File: src/rtl/mem_pkg.sv
// mem_pkg: shared definitions for the memory arbiter slice.
//   state_e         arbiter FSM states
//   SZ_B/SZ_H/SZ_W  d_size encodings (2'b11 is illegal)
//   misaligned()    flags illegal sizes and unaligned half/word accesses
package mem_pkg;

    typedef enum logic [2:0] {
        ST_IDLE = 3'd0,
        ST_RD1  = 3'd1,
        ST_RD2  = 3'd2,
        ST_WR   = 3'd3,
        ST_RMW1 = 3'd4,
        ST_RMW2 = 3'd5
    } state_e;

    localparam logic [1:0] SZ_B = 2'b00;
    localparam logic [1:0] SZ_H = 2'b01;
    localparam logic [1:0] SZ_W = 2'b10;

    function automatic logic misaligned(input logic [1:0] size, input logic [1:0] addr_lo);
        logic bad;
        bad = 1'b0;
        case (size)
            SZ_B:    bad = 1'b0;
            SZ_H:    bad = addr_lo[0];
            SZ_W:    bad = (addr_lo != 2'b00);
            default: bad = 1'b1;
        endcase
        return bad;
    endfunction

endpackage

File: src/rtl/mem_lane.sv
// mem_lane: combinational byte-lane logic (little-endian lanes).
//   word      in  32  word read from memory
//   addr_lo   in  2   byte offset within the word
//   size      in  2   SZ_B / SZ_H / SZ_W
//   uns       in  1   zero-extend loads when 1, sign-extend when 0
//   wdata     in  32  right-aligned store data
//   load_data out 32  extracted and extended load value
//   merged    out 32  word with wdata inserted at the addressed lane
module mem_lane
    import mem_pkg::*;
(
    input  logic [31:0] word,
    input  logic [1:0]  addr_lo,
    input  logic [1:0]  size,
    input  logic        uns,
    input  logic [31:0] wdata,
    output logic [31:0] load_data,
    output logic [31:0] merged
);

    logic [7:0]  byte_v;
    logic [15:0] half_v;
    logic        unused_wdata_hi;

    always_comb unused_wdata_hi = ^wdata[31:16];

    always_comb begin
        byte_v    = word[{addr_lo, 3'b000} +: 8];
        half_v    = word[{addr_lo[1], 4'b0000} +: 16];
        load_data = word;
        merged    = word;
        case (size)
            SZ_B: begin
                load_data = uns ? {24'h0, byte_v} : {{24{byte_v[7]}}, byte_v};
                merged[{addr_lo, 3'b000} +: 8] = wdata[7:0];
            end
            SZ_H: begin
                load_data = uns ? {16'h0, half_v} : {{16{half_v[15]}}, half_v};
                merged[{addr_lo[1], 4'b0000} +: 16] = wdata[15:0];
            end
            default: ;
        endcase
    end

endmodule

File: src/rtl/mem_arbiter.sv
// mem_arbiter: shares one 32-bit memory bus between instruction fetch and
// data load/store, round-robin on contention.
//   clock, reset (sync, active-high), ce (clock enable, gates all state)
//   f_req/f_addr -> f_ack/f_rdata           fetch port
//   d_req/d_we/d_addr/d_size/d_uns/d_wdata
//     -> d_ack/d_err/d_rdata                data port
//   a/o/w (registered outputs), i (read data, valid the cycle after a is sampled)
module mem_arbiter
    import mem_pkg::*;
#(
    parameter logic [31:0] RESET_ADDR = 32'h0000_0000
) (
    input  logic        clock,
    input  logic        reset,
    input  logic        ce,
    input  logic        f_req,
    input  logic [31:0] f_addr,
    output logic        f_ack,
    output logic [31:0] f_rdata,
    input  logic        d_req,
    input  logic        d_we,
    input  logic [31:0] d_addr,
    input  logic [1:0]  d_size,
    input  logic        d_uns,
    input  logic [31:0] d_wdata,
    output logic        d_ack,
    output logic        d_err,
    output logic [31:0] d_rdata,
    output logic [31:0] a,
    input  logic [31:0] i,
    output logic [31:0] o,
    output logic        w
);

    state_e      state_q, state_d;
    logic [31:0] a_q, a_d, o_q, o_d, f_rdata_q, f_rdata_d, d_rdata_q, d_rdata_d;
    logic        w_q, w_d, f_ack_q, f_ack_d, d_ack_q, d_ack_d, d_err_q, d_err_d;
    // Owner of the current/most recent grant: 1 = data, 0 = fetch.
    logic        last_data_q, last_data_d;
    logic        grant_f, grant_d;
    logic [31:0] lane_load, lane_merged;
    logic        unused_f_addr_lo;

    always_comb unused_f_addr_lo = ^f_addr[1:0];

    mem_lane u_lane (
        .word      (i),
        .addr_lo   (d_addr[1:0]),
        .size      (d_size),
        .uns       (d_uns),
        .wdata     (d_wdata),
        .load_data (lane_load),
        .merged    (lane_merged)
    );

    always_comb begin
        state_d     = state_q;
        a_d         = a_q;
        o_d         = o_q;
        w_d         = w_q;
        f_rdata_d   = f_rdata_q;
        d_rdata_d   = d_rdata_q;
        last_data_d = last_data_q;
        f_ack_d     = 1'b0;
        d_ack_d     = 1'b0;
        d_err_d     = 1'b0;
        // Fetch wins unless data is also pending and fetch had the last grant.
        grant_f     = f_req && (!d_req || last_data_q);
        grant_d     = d_req && !grant_f;
        case (state_q)
            ST_IDLE: begin
                if (grant_f) begin
                    last_data_d = 1'b0;
                    a_d         = {f_addr[31:2], 2'b00};
                    state_d     = ST_RD1;
                end else if (grant_d) begin
                    last_data_d = 1'b1;
                    if (misaligned(d_size, d_addr[1:0])) begin
                        d_ack_d = 1'b1;
                        d_err_d = 1'b1;
                    end else begin
                        a_d = {d_addr[31:2], 2'b00};
                        if (!d_we) begin
                            state_d = ST_RD1;
                        end else if (d_size == SZ_W) begin
                            o_d     = d_wdata;
                            w_d     = 1'b1;
                            state_d = ST_WR;
                        end else begin
                            state_d = ST_RMW1;
                        end
                    end
                end
            end
            ST_RD1:  state_d = ST_RD2;
            ST_RD2: begin
                if (last_data_q) begin
                    d_rdata_d = lane_load;
                    d_ack_d   = 1'b1;
                end else begin
                    f_rdata_d = i;
                    f_ack_d   = 1'b1;
                end
                state_d = ST_IDLE;
            end
            ST_WR: begin
                w_d     = 1'b0;
                d_ack_d = 1'b1;
                state_d = ST_IDLE;
            end
            ST_RMW1: state_d = ST_RMW2;
            ST_RMW2: begin
                o_d     = lane_merged;
                w_d     = 1'b1;
                state_d = ST_WR;
            end
            default: state_d = ST_IDLE;
        endcase
    end

    always_ff @(posedge clock) begin
        if (reset) begin
            state_q     <= ST_IDLE;
            a_q         <= RESET_ADDR;
            o_q         <= '0;
            w_q         <= 1'b0;
            f_ack_q     <= 1'b0;
            d_ack_q     <= 1'b0;
            d_err_q     <= 1'b0;
            f_rdata_q   <= '0;
            d_rdata_q   <= '0;
            last_data_q <= 1'b1;
        end else if (ce) begin
            state_q     <= state_d;
            a_q         <= a_d;
            o_q         <= o_d;
            w_q         <= w_d;
            f_ack_q     <= f_ack_d;
            d_ack_q     <= d_ack_d;
            d_err_q     <= d_err_d;
            f_rdata_q   <= f_rdata_d;
            d_rdata_q   <= d_rdata_d;
            last_data_q <= last_data_d;
        end
    end

    assign a       = a_q;
    assign o       = o_q;
    assign w       = w_q;
    assign f_ack   = f_ack_q;
    assign f_rdata = f_rdata_q;
    assign d_ack   = d_ack_q;
    assign d_err   = d_err_q;
    assign d_rdata = d_rdata_q;

endmodule

File: config.mk
export PLATFORM = sky130hd
export DESIGN_NAME = mem_arbiter
export DESIGN_NICKNAME = d
export VERILOG_FILES = /design/src/rtl/mem_pkg.sv /design/src/rtl/mem_lane.sv /design/src/rtl/mem_arbiter.sv
export SDC_FILE = /design/constraint.sdc
export NUM_CORES = 1
export LEC_CHECK = 0
export CAP_MARGIN = 0
export CELL_PAD_IN_SITES_DETAIL_PLACEMENT = 0
export CELL_PAD_IN_SITES_GLOBAL_PLACEMENT = 1
export CORE_ASPECT_RATIO = 1.75
export CORE_MARGIN = 1.5
export CORE_UTILIZATION = 33
export DETAILED_ROUTE_END_ITERATION = 7
export MAX_ROUTING_LAYER = met4
export PLACE_DENSITY = 0.79
export SYNTH_ARGS = -nofsm -noshare
export SYNTH_HDL_FRONTEND = slang
export SYNTH_HIERARCHICAL = 1
export SYNTH_SLANG_ARGS = --single-unit
File: constraint.sdc
create_clock -name clock -period 3.5 [get_ports clock]
set_input_delay 0.7 -clock clock [delete_from_list [all_inputs] [get_ports clock]]
set_output_delay 0.7 -clock clock [all_outputs]
set_load 0.1 [all_outputs]
# After elaboration in Yosys (flattened, before gate mapping)

Index checks and enable logic that the tools add are counted.

Bits in registers: 136
Input port bits: 137
Output and inout port bits: 132
Logic and storage cells: 93

$add $sub $neg: 2
Equality and inequality tests: 15
Shifts and indexed selects: 6
Mux-type cells: 41
Bitwise logic cells: 1
Reductions and logical operators: 18

Operators with widths:

| kind                                                  | number |
|---|---|
| 2-to-1 mux 32 bit                                     | 10 |
| case mux 32 bit (2 select lines)                      | 3 |
| bitwise mux 32 bit                                    | 2 |
| variable shift 16 x 7 -> 32 bit, first input constant | 1 |
| variable shift 8 x 7 -> 32 bit, first input constant  | 1 |
| variable part select 16 x 7 -> 32 bit                 | 1 |
| variable part select 32 x 6 -> 16 bit                 | 1 |
| variable part select 32 x 6 -> 8 bit                  | 1 |
| variable part select 8 x 7 -> 32 bit                  | 1 |
| 2-to-1 mux 1 bit                                      | 17 |
| 2-to-1 mux 3 bit                                      | 5 |
| negator 5 -> 7 bit                                    | 2 |
| AND reduction 7 bit                                   | 2 |
| != test 2 bit, second input constant                  | 6 |
| case mux 3 bit (4 select lines)                       | 1 |
| AND reduction 3 bit                                   | 4 |
| case mux 1 bit (3 select lines)                       | 3 |
| == test 3 x 2 -> 1 bit, second input constant         | 2 |
| == test 3 bit, second input constant                  | 2 |
| != test 3 bit, second input constant                  | 2 |
| nonzero test 2 bit                                    | 3 |
| AND reduction 4 bit                                   | 1 |
| == test 3 x 1 -> 1 bit, second input constant         | 1 |
| zero test 3 bit                                       | 1 |
| other kinds (8)                                       | 10 |

# Logic depth before layout (Yosys ltp)

Gate-level depths: netlist of run 1.

Depth in word-level cells: 12
Mapped depth: 12
Depth with buffers taken out: 9

# Hierarchy

Netlist of run 1, hierarchy kept.

By module, submodules not included:

| module      | times used | cells each | area each (um^2) | seq. area each (um^2) |
|---|---|---|---|---|
| mem_arbiter | 1          | 712        | 6162.2           | 2682.6 |
| mem_lane    | 1          | 310        | 1824.2           | 0.0 |

# Worst setup path after synthesis of run 1

No wires, ideal clock.

Path type: input -> register
From: input d_addr[1]
To: register o_q[1], in the netlist o[1]
Arrival: 2.735 ns
Slack: 0.684 ns
Stages: 10
Buffers on the path: 2
Path through: buf_4 inv_1 buf_2 ha_1 nor4b_2 a221oi_1 a211oi_1 mux2_2 a211oi_1 a211oi_2

Elaborated cells between the ends (all ways): 17
Classes of those cells: 2 x add/sub; 1 x eq/ne; 4 x shift; 8 x mux; 2 x reduce/logical

RTL lines:

| element                                                             | line                           | text |
|---|---|---|
| from (decl)                                                         | mem_arbiter.sv:22              | `input logic [31:0] d_addr,` |
| negator 5 -> 7 bit, on equally long branches                        | mem_lane.sv:39, mem_lane.sv:35 |  |
| variable part select 16 x 7 -> 32 bit, or another cell as far along | mem_lane.sv:39                 | `merged[{addr_lo[1], 4'b0000} +: 16] = wdata[15:0];` |
| bitwise mux 32 bit, on equally long branches                        | mem_lane.sv:39, mem_lane.sv:35 |  |
| case mux 32 bit (2 select lines) (*)                                | mem_lane.sv:32                 | `case (size)` |
| via lane_merged[1]                                                  | mem_arbiter.sv:41              | `logic [31:0] lane_load, lane_merged;` |
| case mux 32 bit (2 select lines) (*)                                | mem_arbiter.sv:70              | `case (state_q)` |
| to (signal assigned)                                                | mem_arbiter.sv:125             | `o_q <= '0;` |
| to (signal assigned)                                                | mem_arbiter.sv:136             | `o_q <= o_d;` |
| to (decl)                                                           | mem_arbiter.sv:36              | `logic [31:0] a_q, a_d, o_q, o_d, f_rdata_q, f_rdata_d, d_rdata_q, d_rdata_d;` |

Mark *: on every way through the listed nets, which the timed path passes. The rest lies on a longest branch. The select of a mux whose other input is x is not followed.
A chain may end at the register's enable or synchronous reset.

# Worst setup path in the final report of run 1

From: input d_addr[0]
To: register o_q[27], in the netlist o[27]

Elaborated cells between the ends (all ways): 13
Classes of those cells: 1 x add/sub; 1 x eq/ne; 2 x shift; 7 x mux; 2 x reduce/logical

RTL lines:

| element                                                                                | line              | text |
|---|---|---|
| negator 5 -> 7 bit (*)                                                                 | mem_lane.sv:35    | `merged[{addr_lo, 3'b000} +: 8] = wdata[7:0];` |
| variable part select 8 x 7 -> 32 bit or variable shift 8 x 7 -> 32 bit (tied branches) | mem_lane.sv:35    |  |
| bitwise mux 32 bit (*)                                                                 | mem_lane.sv:35    |  |
| case mux 32 bit (2 select lines) (*)                                                   | mem_lane.sv:32    |  |
| via lane_merged[27]                                                                    | mem_arbiter.sv:41 |  |
| case mux 32 bit (2 select lines) (*)                                                   | mem_arbiter.sv:70 |  |

Marked as above.

==> metrics, run 1 <==
status finished, final reports clean; largest net degree at the start of global routing 79; std cell rows 75; # IOs 269; Cells after Synth 1,022; Total Die Area 25,180 sq um; Main synth FF type dfxtp_1; critical path's top delay family buffers and inverters; crit-path cells clkdlybuf4s50_1 -> inv_1 -> ha_1 -> and4b_1 -> a222oi_1 -> buf_4 -> inv_1 -> mux2_2 -> a211oi_1 -> a211oi_2; commonest non-fill, non-tap cell in the layout nand2_1; Synth area leader dfxtp_1; Pleak 0.004535 uW; Setup Skew 0.01315 ns; initial antenna violation count 0; PostCTS Resize Cnt 0; CP Buf/Inv Count 4; Async SR Flop Fraction 0%; most used cell, CP inv_1; initial drt markers 616; Power Density 420.3 nW/um^2; Worst-Skew Late Latency 0.43 ns; Post-Synthesis Cell Area 7986 sq um; post-layout min period 2.850 ns; CTS root buf clkbuf_16; fmax 350.9 MHz; DRT Wirelength 31.67 mm; Die Wd 120.6 um; # setup viols final 0; Worst EP required 3.80 ns; Hold WS 0.4528 ns; max cap viols 0; RSZ-0062 raised after global routing no; peak supply drop 0.3084 mV; First-pass DRT Iterations 6; Startpoint Class primary input; min-delay worst type flip-flop to flip-flop; via count 8,626; fin crit share 81.43%; most frequent cells in the layout nand2_1 (201), clkdlybuf4s50_1 (185), dfxtp_1 (134); proportion of layout cells with a drive suffix above 1 18.81%; EDFF count, synth 0; total power 4771 uW; cts hold-fix bufs 0; #FFs+latches synth 134; Core ar. 23,840 sq um; Nets 1,395; slew margin rel. 31.97%; max incr delay on CP 0.47 ns; final hold vios 0; Least-Margin Pin Slew 1.017 ns; TritonCTS clock tree built; CTS buffer count 17; via/cell ratio 5.484; setup_tns 0 ns; yosys warns 6; number of global-route vias before repair 8,370; Area contributors post-synth dfxtp_1 (34%), nand2_1 (9.4%), o21ai_0 (5.1%); CTS Buffer Depth 2; Routed WL per cell 20.14 um; antenna-violating nets left 0; grt ovf 0; chip height 208.8 um; max-slew violations 0; Post-Syn Area per Cell 7.814 sq um; Port Buffer Count 264; CP max FO 8; CP Capture Type flip-flop; n_diodes 0; Total GRT Usage 25.59%; clock slew seen by the registers of the worst setup and hold paths 0.06 ns; register area share after synthesis 33.59%; htree depth 4; Crit Path Class primary input to flip-flop; Area growth syn-to-layout 42.13%; Sink Count 134; drt drc 0; Post-CTS Repair Setup Buffers 0; global placer's final weighted congestion 0.9190; first-pass GRT wire length 48.29 mm; crit path DAT 3.15 ns; HPWL after DPL 23.74 mm; Worst path slowest cell clkdlybuf4s50_1; Yosys top cell area share 33.59%; initial core utilization 33.51%; post-synthesis cell type count 56
[cell usage after synthesis, drive strengths merged (4+ instances only)]
cell       n
clkbuf    79
nor2       9
o21bai     4
o21ai     82
dfxtp    134
a22oi     22
nand3     34
nand3b     5
o211a     31
nand2b    30
mux2      32
a222oi    23
ha         5
o2111ai   32
nor3       5
mux2i      6
nand2    201
a221o      8
buf       24
inv       72
a21oi     73
nor2b      7
a211oi    67
[logic make-up (layout without fill, tap and decap cells)]
group,Yosys count,in the layout,share of synthesized area (%)
compound gates,360,360,33.56
simple gates,307,307,17.37
buf+inv,176,418,9.102
flops,134,134,33.59
mux,39,39,5.546
fa+ha+maj,5,5,0.7833
other cells,1,2,0.04695
[per-layer routing]
layer / global-route usage (%) / part of all wire, %
met5: - / 0
met4: 14.24 / 5.5
met3: 5.568 / 6.3
met2: 44.57 / 52
met1: 26.35 / 36
[cell type report]
class	count	area (sq um)
clock buffers	19	452.9
fillers	2434	12480
repair buffers	314	2838
inverters	73	274.0
clock inverters	12	105.1
multi-input cells	713	4613
well taps	308	385.4
flip-flops and latches	134	2683
[worst register-to-register path: cells and delay by family (launching register included)]
family	cells	cell delay (ns)
AO/OA/AOI/OAI	3	0.88
AND/OR/NAND/NOR	1	0.55
flip-flops	1	0.45
buffers and inverters	1	0.29
[path summary, 6_finish.rpt]
check               from          end  slack (ns)  depth (start not counted)
max reg2reg   state_q[0]         o[4]        1.17                          5
max            d_addr[0]        o[27]        0.65                         10
min          d_rdata[31]  d_rdata[31]        0.45                          2
min reg2reg  d_rdata[31]  d_rdata[31]        0.45                          2
[state kept, by name (all words and copies together), names as in the netlist]
signal,count
d_rdata,32
f_rdata,32
o,32
a,30
state_q,3
d_ack,1
d_err,1
f_ack,1
last_data_q,1
w,1
[power breakdown]
group | internal [uW] | switching, uW | total [uW]
clock network | 1010 | 698 | 1700
registers | 1590 | 49.9 | 1640
logic | 463 | 960 | 1420
[stage by stage]
stage / worst slack [ns] / cell area [sq um] / util (%) / instances
after floorplan: 0.6837 / 7990 / - / 1023
after global placement: 0.2701 / 10790 / 45.28 / 1542
after detailed placement: 0.2287 / 10790 / 45.28 / 1542
after CTS: 0.6832 / 11350 / 47.62 / 1573
after global routing: 0.5366 / 11350 / 47.62 / 1573
final: 0.6499 / 11350 / 47.62 / 1573
No activity file was read; power rests on OpenSTA's default activity.
==> inputs of run 2 (changes only) <==
==> constraint.sdc (replaced) <==
create_clock -name clock -period 2.9 [get_ports clock]
set_input_delay 0.58 -clock clock [delete_from_list [all_inputs] [get_ports clock]]
set_output_delay 0.58 -clock clock [all_outputs]
set_load 0.1 [all_outputs]
==> run 2 against run 1 <==
  * Clock skew is 0.0040 ns lower
  * Global-route usage is 0.14 points higher
  * Hold slack better by 0.0015 ns
  * Critical path type unchanged
  * Highest routed layer unchanged
==> metrics, run 2 (synthesized netlist as in run 1, its figures left out) <==
CTS Buffer Depth 2; min-delay worst type flip-flop to flip-flop; Startpoint Class primary input; Area growth syn-to-layout 43.77%; Die Wd 120.6 um; std cell rows 75; Critical R2R Launch state_q[0]; Nets 1,419; cts hold-fix bufs 0; Hold EP d_rdata[22]; Worst R2R Path Depth 5; max cap viols 0; Pleak 0.004794 uW; RR Endpoint o[9]; CP Capture Type flip-flop; number of global-route vias before repair 8,619; fmax 351.5 MHz; n_diodes 0; Routed WL per cell 20.08 um; fin crit share 98.09%; Worst-Skew Late Latency 0.43 ns; peak supply drop 0.4046 mV; htree depth 4; Setup Skew 0.009160 ns; Total GRT Usage 25.74%; HPWL after DPL 24.47 mm; max incr delay on CP 0.69 ns; commonest non-fill, non-tap cell in the layout nand2_1; drt drc 0; via count 8,748; chip height 208.8 um; Port Buffer Count 264; # setup viols final 0; TritonCTS clock tree built; total power 5939 uW; Worst EP required 3.20 ns; hold path depth 2; grt ovf 0; crit-path cells clkdlybuf4s50_1 -> inv_1 -> ha_1 -> and4b_2 -> a222oi_1 -> inv_1 -> mux2_2 -> a211oi_1 -> a211oi_2; R2R Setup Slk 0.74 ns; fin util 48.17%; DRT Wirelength 32.06 mm; filler instances 2,470; Power Density 517.2 nW/um^2; initial drt markers 585; Sink Count 134; # IOs 269; initial antenna violation count 0; final non-filler cell total 1,597; CTS buffer count 17; Worst path slowest cell a222oi_1; Total Die Area 25,180 sq um; CP max FO 8; most frequent cells in the layout nand2_1 (201), buf_4 (200), dfxtp_1 (134); final hold vios 0; worst hold path startpoint d_rdata[22]; critical path's top delay family compound AO/OA/AOI/OAI gates; CP Buf/Inv Count 3; status finished, final reports clean; Placed Cells 1,566; post-layout min period 2.845 ns; slew margin rel. 49.94%; max-slew violations 0; Crit Path Class primary input to flip-flop; Least-Margin Pin Slew 0.7494 ns; largest net degree at the start of global routing 56; via/cell ratio 5.478; RSZ-0062 raised after global routing no; clock slew seen by the registers of the worst setup and hold paths 0.06 ns; proportion of layout cells with a drive suffix above 1 24.75%; initial core utilization 33.51%; most used cell, CP inv_1; global placer's final weighted congestion 0.9330; crit path DAT 3.14 ns; First-pass DRT Iterations 5; Core ar. 23,840 sq um; antenna-violating nets left 0; CTS root buf clkbuf_16; first-pass GRT wire length 48.27 mm
-- run 2: what timing repair did --
item / CTS / global route
setup endpoints to repair: 0 / 4
gates resized for setup: 0 / 3
setup buffers: 0 / 0
hold endpoints to repair: 0 / 0
-- run 2: worst reg2reg max path, stage by stage (launching register included) --
cell and delay (ns):
dfxtp_1 0.46, or4b_1 0.55, a211o_1 0.28, buf_4 0.25, a211oi_1 0.39, a211oi_2 0.08
-- run 2: power breakdown --
part | switching (uW) | internal, uW
Clock | 862 | 1370
Combinational | 1160 | 561
Sequential | 58.5 | 1920
-- run 2: per-stage QoR --
| step | worst slack, ns | TNS, ns | hold WS (ns) | cell area (sq um) |
|---|---|---|---|---|
| finish | 0.05535 | 0 | 0.4543 | 11480 |
| global route | 0.001606 | 0 | 0.4739 | 11480 |
| CTS | 0.04111 | 0 | 0.4554 | 11470 |
| detailed placement | -0.4183 | -4.067 | 0.4474 | 10870 |
| global placement | -0.4016 | -3.224 | 0.4438 | 10870 |
| floorplan | 0.2037 | 0 | 0.6374 | 7990 |
-- run 2: metal layers --
| layer | GRT usage (%) | share of wire (%) |
|---|---|---|
| met3 | 5.622 | 6.5 |
| met2 | 45.47 | 53 |
| met5 | - | 0 |
| met4 | 15.21 | 5.7 |
| met1 | 25.55 | 35 |
-- run 2: worst max path at each step --
stage / slack [ns] / cells past startpoint / start / to
2_1_floorplan: 0.20 / 10 / d_addr[1] / o[1]
3_3_place_gp: -0.40 / 9 / d_addr[0] / o[28]
3_5_place_dp: -0.42 / 9 / d_addr[0] / o[28]
4_1_cts: 0.04 / 9 / d_addr[0] / o[28]
5_1_grt: 0.002 / 9 / d_addr[0] / o[27]
6_report: 0.06 / 9 / d_addr[0] / o[28]
-- run 2: cell type report --
class / instances / area, sq um / share of cell area (%)
inverter: 73 / 274.0 / 2.386
multi-input combinational: 713 / 4624 / 40.27
clock inverter: 12 / 155.1 / 1.351
timing repair buffer: 338 / 2918 / 25.41
clock buffer: 19 / 442.9 / 3.857
tap: 308 / 385.4 / 3.356
sequential: 134 / 2683 / 23.36
==> inputs of run 3 (changes only) <==
--- a/config.mk
+++ b/config.mk
@@ -10,10 +10,11 @@
 export CELL_PAD_IN_SITES_GLOBAL_PLACEMENT = 1
 export CORE_ASPECT_RATIO = 1.75
 export CORE_MARGIN = 1.5
-export CORE_UTILIZATION = 33
+export CORE_UTILIZATION = 34
+export CTS_BUF_LIST = sky130_fd_sc_hd__clkbuf_4 sky130_fd_sc_hd__clkbuf_8
 export DETAILED_ROUTE_END_ITERATION = 7
 export MAX_ROUTING_LAYER = met4
-export PLACE_DENSITY = 0.79
+export PLACE_DENSITY = 0.81
 export SYNTH_ARGS = -nofsm -noshare
 export SYNTH_HDL_FRONTEND = slang
 export SYNTH_HIERARCHICAL = 1
==> run 3 against run 2 <==
  * Clock power decreased by 16%
  * Global-route usage rose by 0.43 points
  * Hold slack improved by 0.0011 ns
  * Non-clock buffer count rose by 7
  * Sequential share of layout area grew 0.13 points
  * Routed wire length down 1.8%
  * First-iteration DRC count rose by 12%
  * Critical endpoint is now o[25]
  * Largest power group is now sequential cells
==> metrics, run 3 (synthesized netlist as in run 1, its figures left out) <==
DRT Wirelength 31.48 mm; via count 8,732; Sink Count 134; min-delay worst type flip-flop to flip-flop; total power 5586 uW; clock slew seen by the registers of the worst setup and hold paths 0.08 ns; RSZ-0062 raised after global routing no; final hold vios 0; worst hold path startpoint d_rdata[22]; met2 wire length 16.86 mm; drt drc 0; # IOs 269; Nets 1,426; most frequent cells in the layout buf_4 (205), nand2_1 (201), dfxtp_1 (134); Critical R2R Launch state_q[0]; grt ovf 0; number of global-route vias before repair 8,646; antenna-violating nets left 0; fin crit share 91.61%; first-pass GRT wire length 47.98 mm; via/cell ratio 5.451; Worst R2R Path Depth 5; Core ar. 23,240 sq um; CTS Buffer Depth 2; TritonCTS clock tree built; max incr delay on CP 0.48 ns; Pleak 0.004786 uW; combinational share of power 31.0%; initial drt markers 653; sw frac 35.32%; Hold EP d_rdata[22]; Worst path slowest cell a222oi_1; post-layout min period 2.657 ns; initial antenna violation count 1; DRT met1 WL 11.38 mm; status finished, final reports clean; Port Buffer Count 264; top layer in use met4; R2R Setup Slk 0.61 ns; Post-CTS Repair Setup Buffers 0; peak supply drop 0.3364 mV; critical path's top delay family compound AO/OA/AOI/OAI gates; crit-path cells clkdlybuf4s50_1 -> inv_1 -> ha_1 -> and4b_1 -> a222oi_1 -> buf_4 -> inv_1 -> mux2_2 -> a211oi_1 -> a211oi_2; largest net degree at the start of global routing 57; Worst EP required 3.22 ns; P_int 3613 uW; htree depth 4; setup_tns 0 ns; Routed WL per cell 19.65 um; Total GRT Usage 26.17%; HPWL after DPL 23.63 mm; slew margin rel. 52.48%; CP Capture Type flip-flop; chip height 205.7 um; Setup Skew 0.008203 ns; global placer's final weighted congestion 0.9103; Power Density 489.3 nW/um^2; wire length on met3 1.766 mm; Total Die Area 24,450 sq um; proportion of layout cells with a drive suffix above 1 25.06%; CP max FO 7; Hold WS 0.4554 ns; CTS buffer count 17; Clk pwr share 33.5%; Worst-Skew Late Latency 0.46 ns; PostCTS Resize Cnt 0; Die Wd 118.9 um; Crit Path Class primary input to flip-flop; most used cell, CP inv_1; RR Endpoint o[0]; Area growth syn-to-layout 42.96%; crit path DAT 2.97 ns; Startpoint Class primary input; CP Buf/Inv Count 4; Flop pwr share 35.5%; P_sw 1973 uW; # setup viols final 0; max-slew violations 0; hold path depth 2; Least-Margin Pin Slew 0.7128 ns; First-pass DRT Iterations 7; initial core utilization 34.37%; cts hold-fix bufs 0; fmax 376.4 MHz; commonest non-fill, non-tap cell in the layout buf_4; CTS root buf clkbuf_8; max cap viols 0; std cell rows 74
## run 3: cell count changes in the layout (fill, tap and decap cells not counted), moves of 4 or more
cell / before / now
clkbuf_8: 1 / 19
clkbuf_16: 17 / 0
buf_4: 200 / 205
clkbuf_4: 0 / 5
clkinv_4: 4 / 0
## run 3: power groups by stage
stage	registers (uW)	clock network (uW)	logic, uW
global route	1990	1990	1830
detailed placement	2020	0	1730
CTS	1980	1920	1730
finish	1980	1870	1730
floorplan	2550	0	571
global placement	2020	0	1730
## run 3: how the worst max path moves through the flow
stage	from	endpoint	depth (start not counted)
after floorplan	d_addr[1]	o[1]	10
after detailed placement	d_addr[0]	o[25]	10
after global routing	d_addr[0]	o[25]	10
after CTS	d_addr[0]	o[25]	10
final	d_addr[0]	o[25]	10
after global placement	d_addr[0]	o[25]	10
## run 3: final cells by class
type | count | area, sq um
antenna | 1 | 2.502
clock buffer | 24 | 299.0
clock inverter | 8 | 170.2
fill | 2326 | 11820
inverter | 73 | 274.0
multi-input combinational | 713 | 4613
sequential | 134 | 2683
tap | 304 | 380.4
timing repair buffer | 345 | 2995
## run 3: worst reg2reg max path, cell delays in order, from the launching register on
cell      delay (ns)
dfxtp_1         0.46
or4b_1          0.57
a211o_1         0.47
a21o_1          0.28
buf_4           0.21
a211oi_2        0.22
## run 3: per-stage QoR
step | util [%] | worst slack [ns] | std cells | area [sq um]
floorplan | - | 0.2037 | 1023 | 7990
global placement | 47.10 | -0.2193 | 1569 | 10950
global route | 49.13 | 0.1588 | 1602 | 11420
finish | 49.13 | 0.2434 | 1602 | 11420
CTS | 49.12 | 0.2973 | 1601 | 11410
detailed placement | 47.10 | -0.2112 | 1569 | 10950
## run 3: per-layer routing
layer  track usage [%]  up-vias
met5                 -        -
met4             14.16        0
met3             5.682       78
met2             47.72      335
met1             25.83     4108
li1                  -     4211
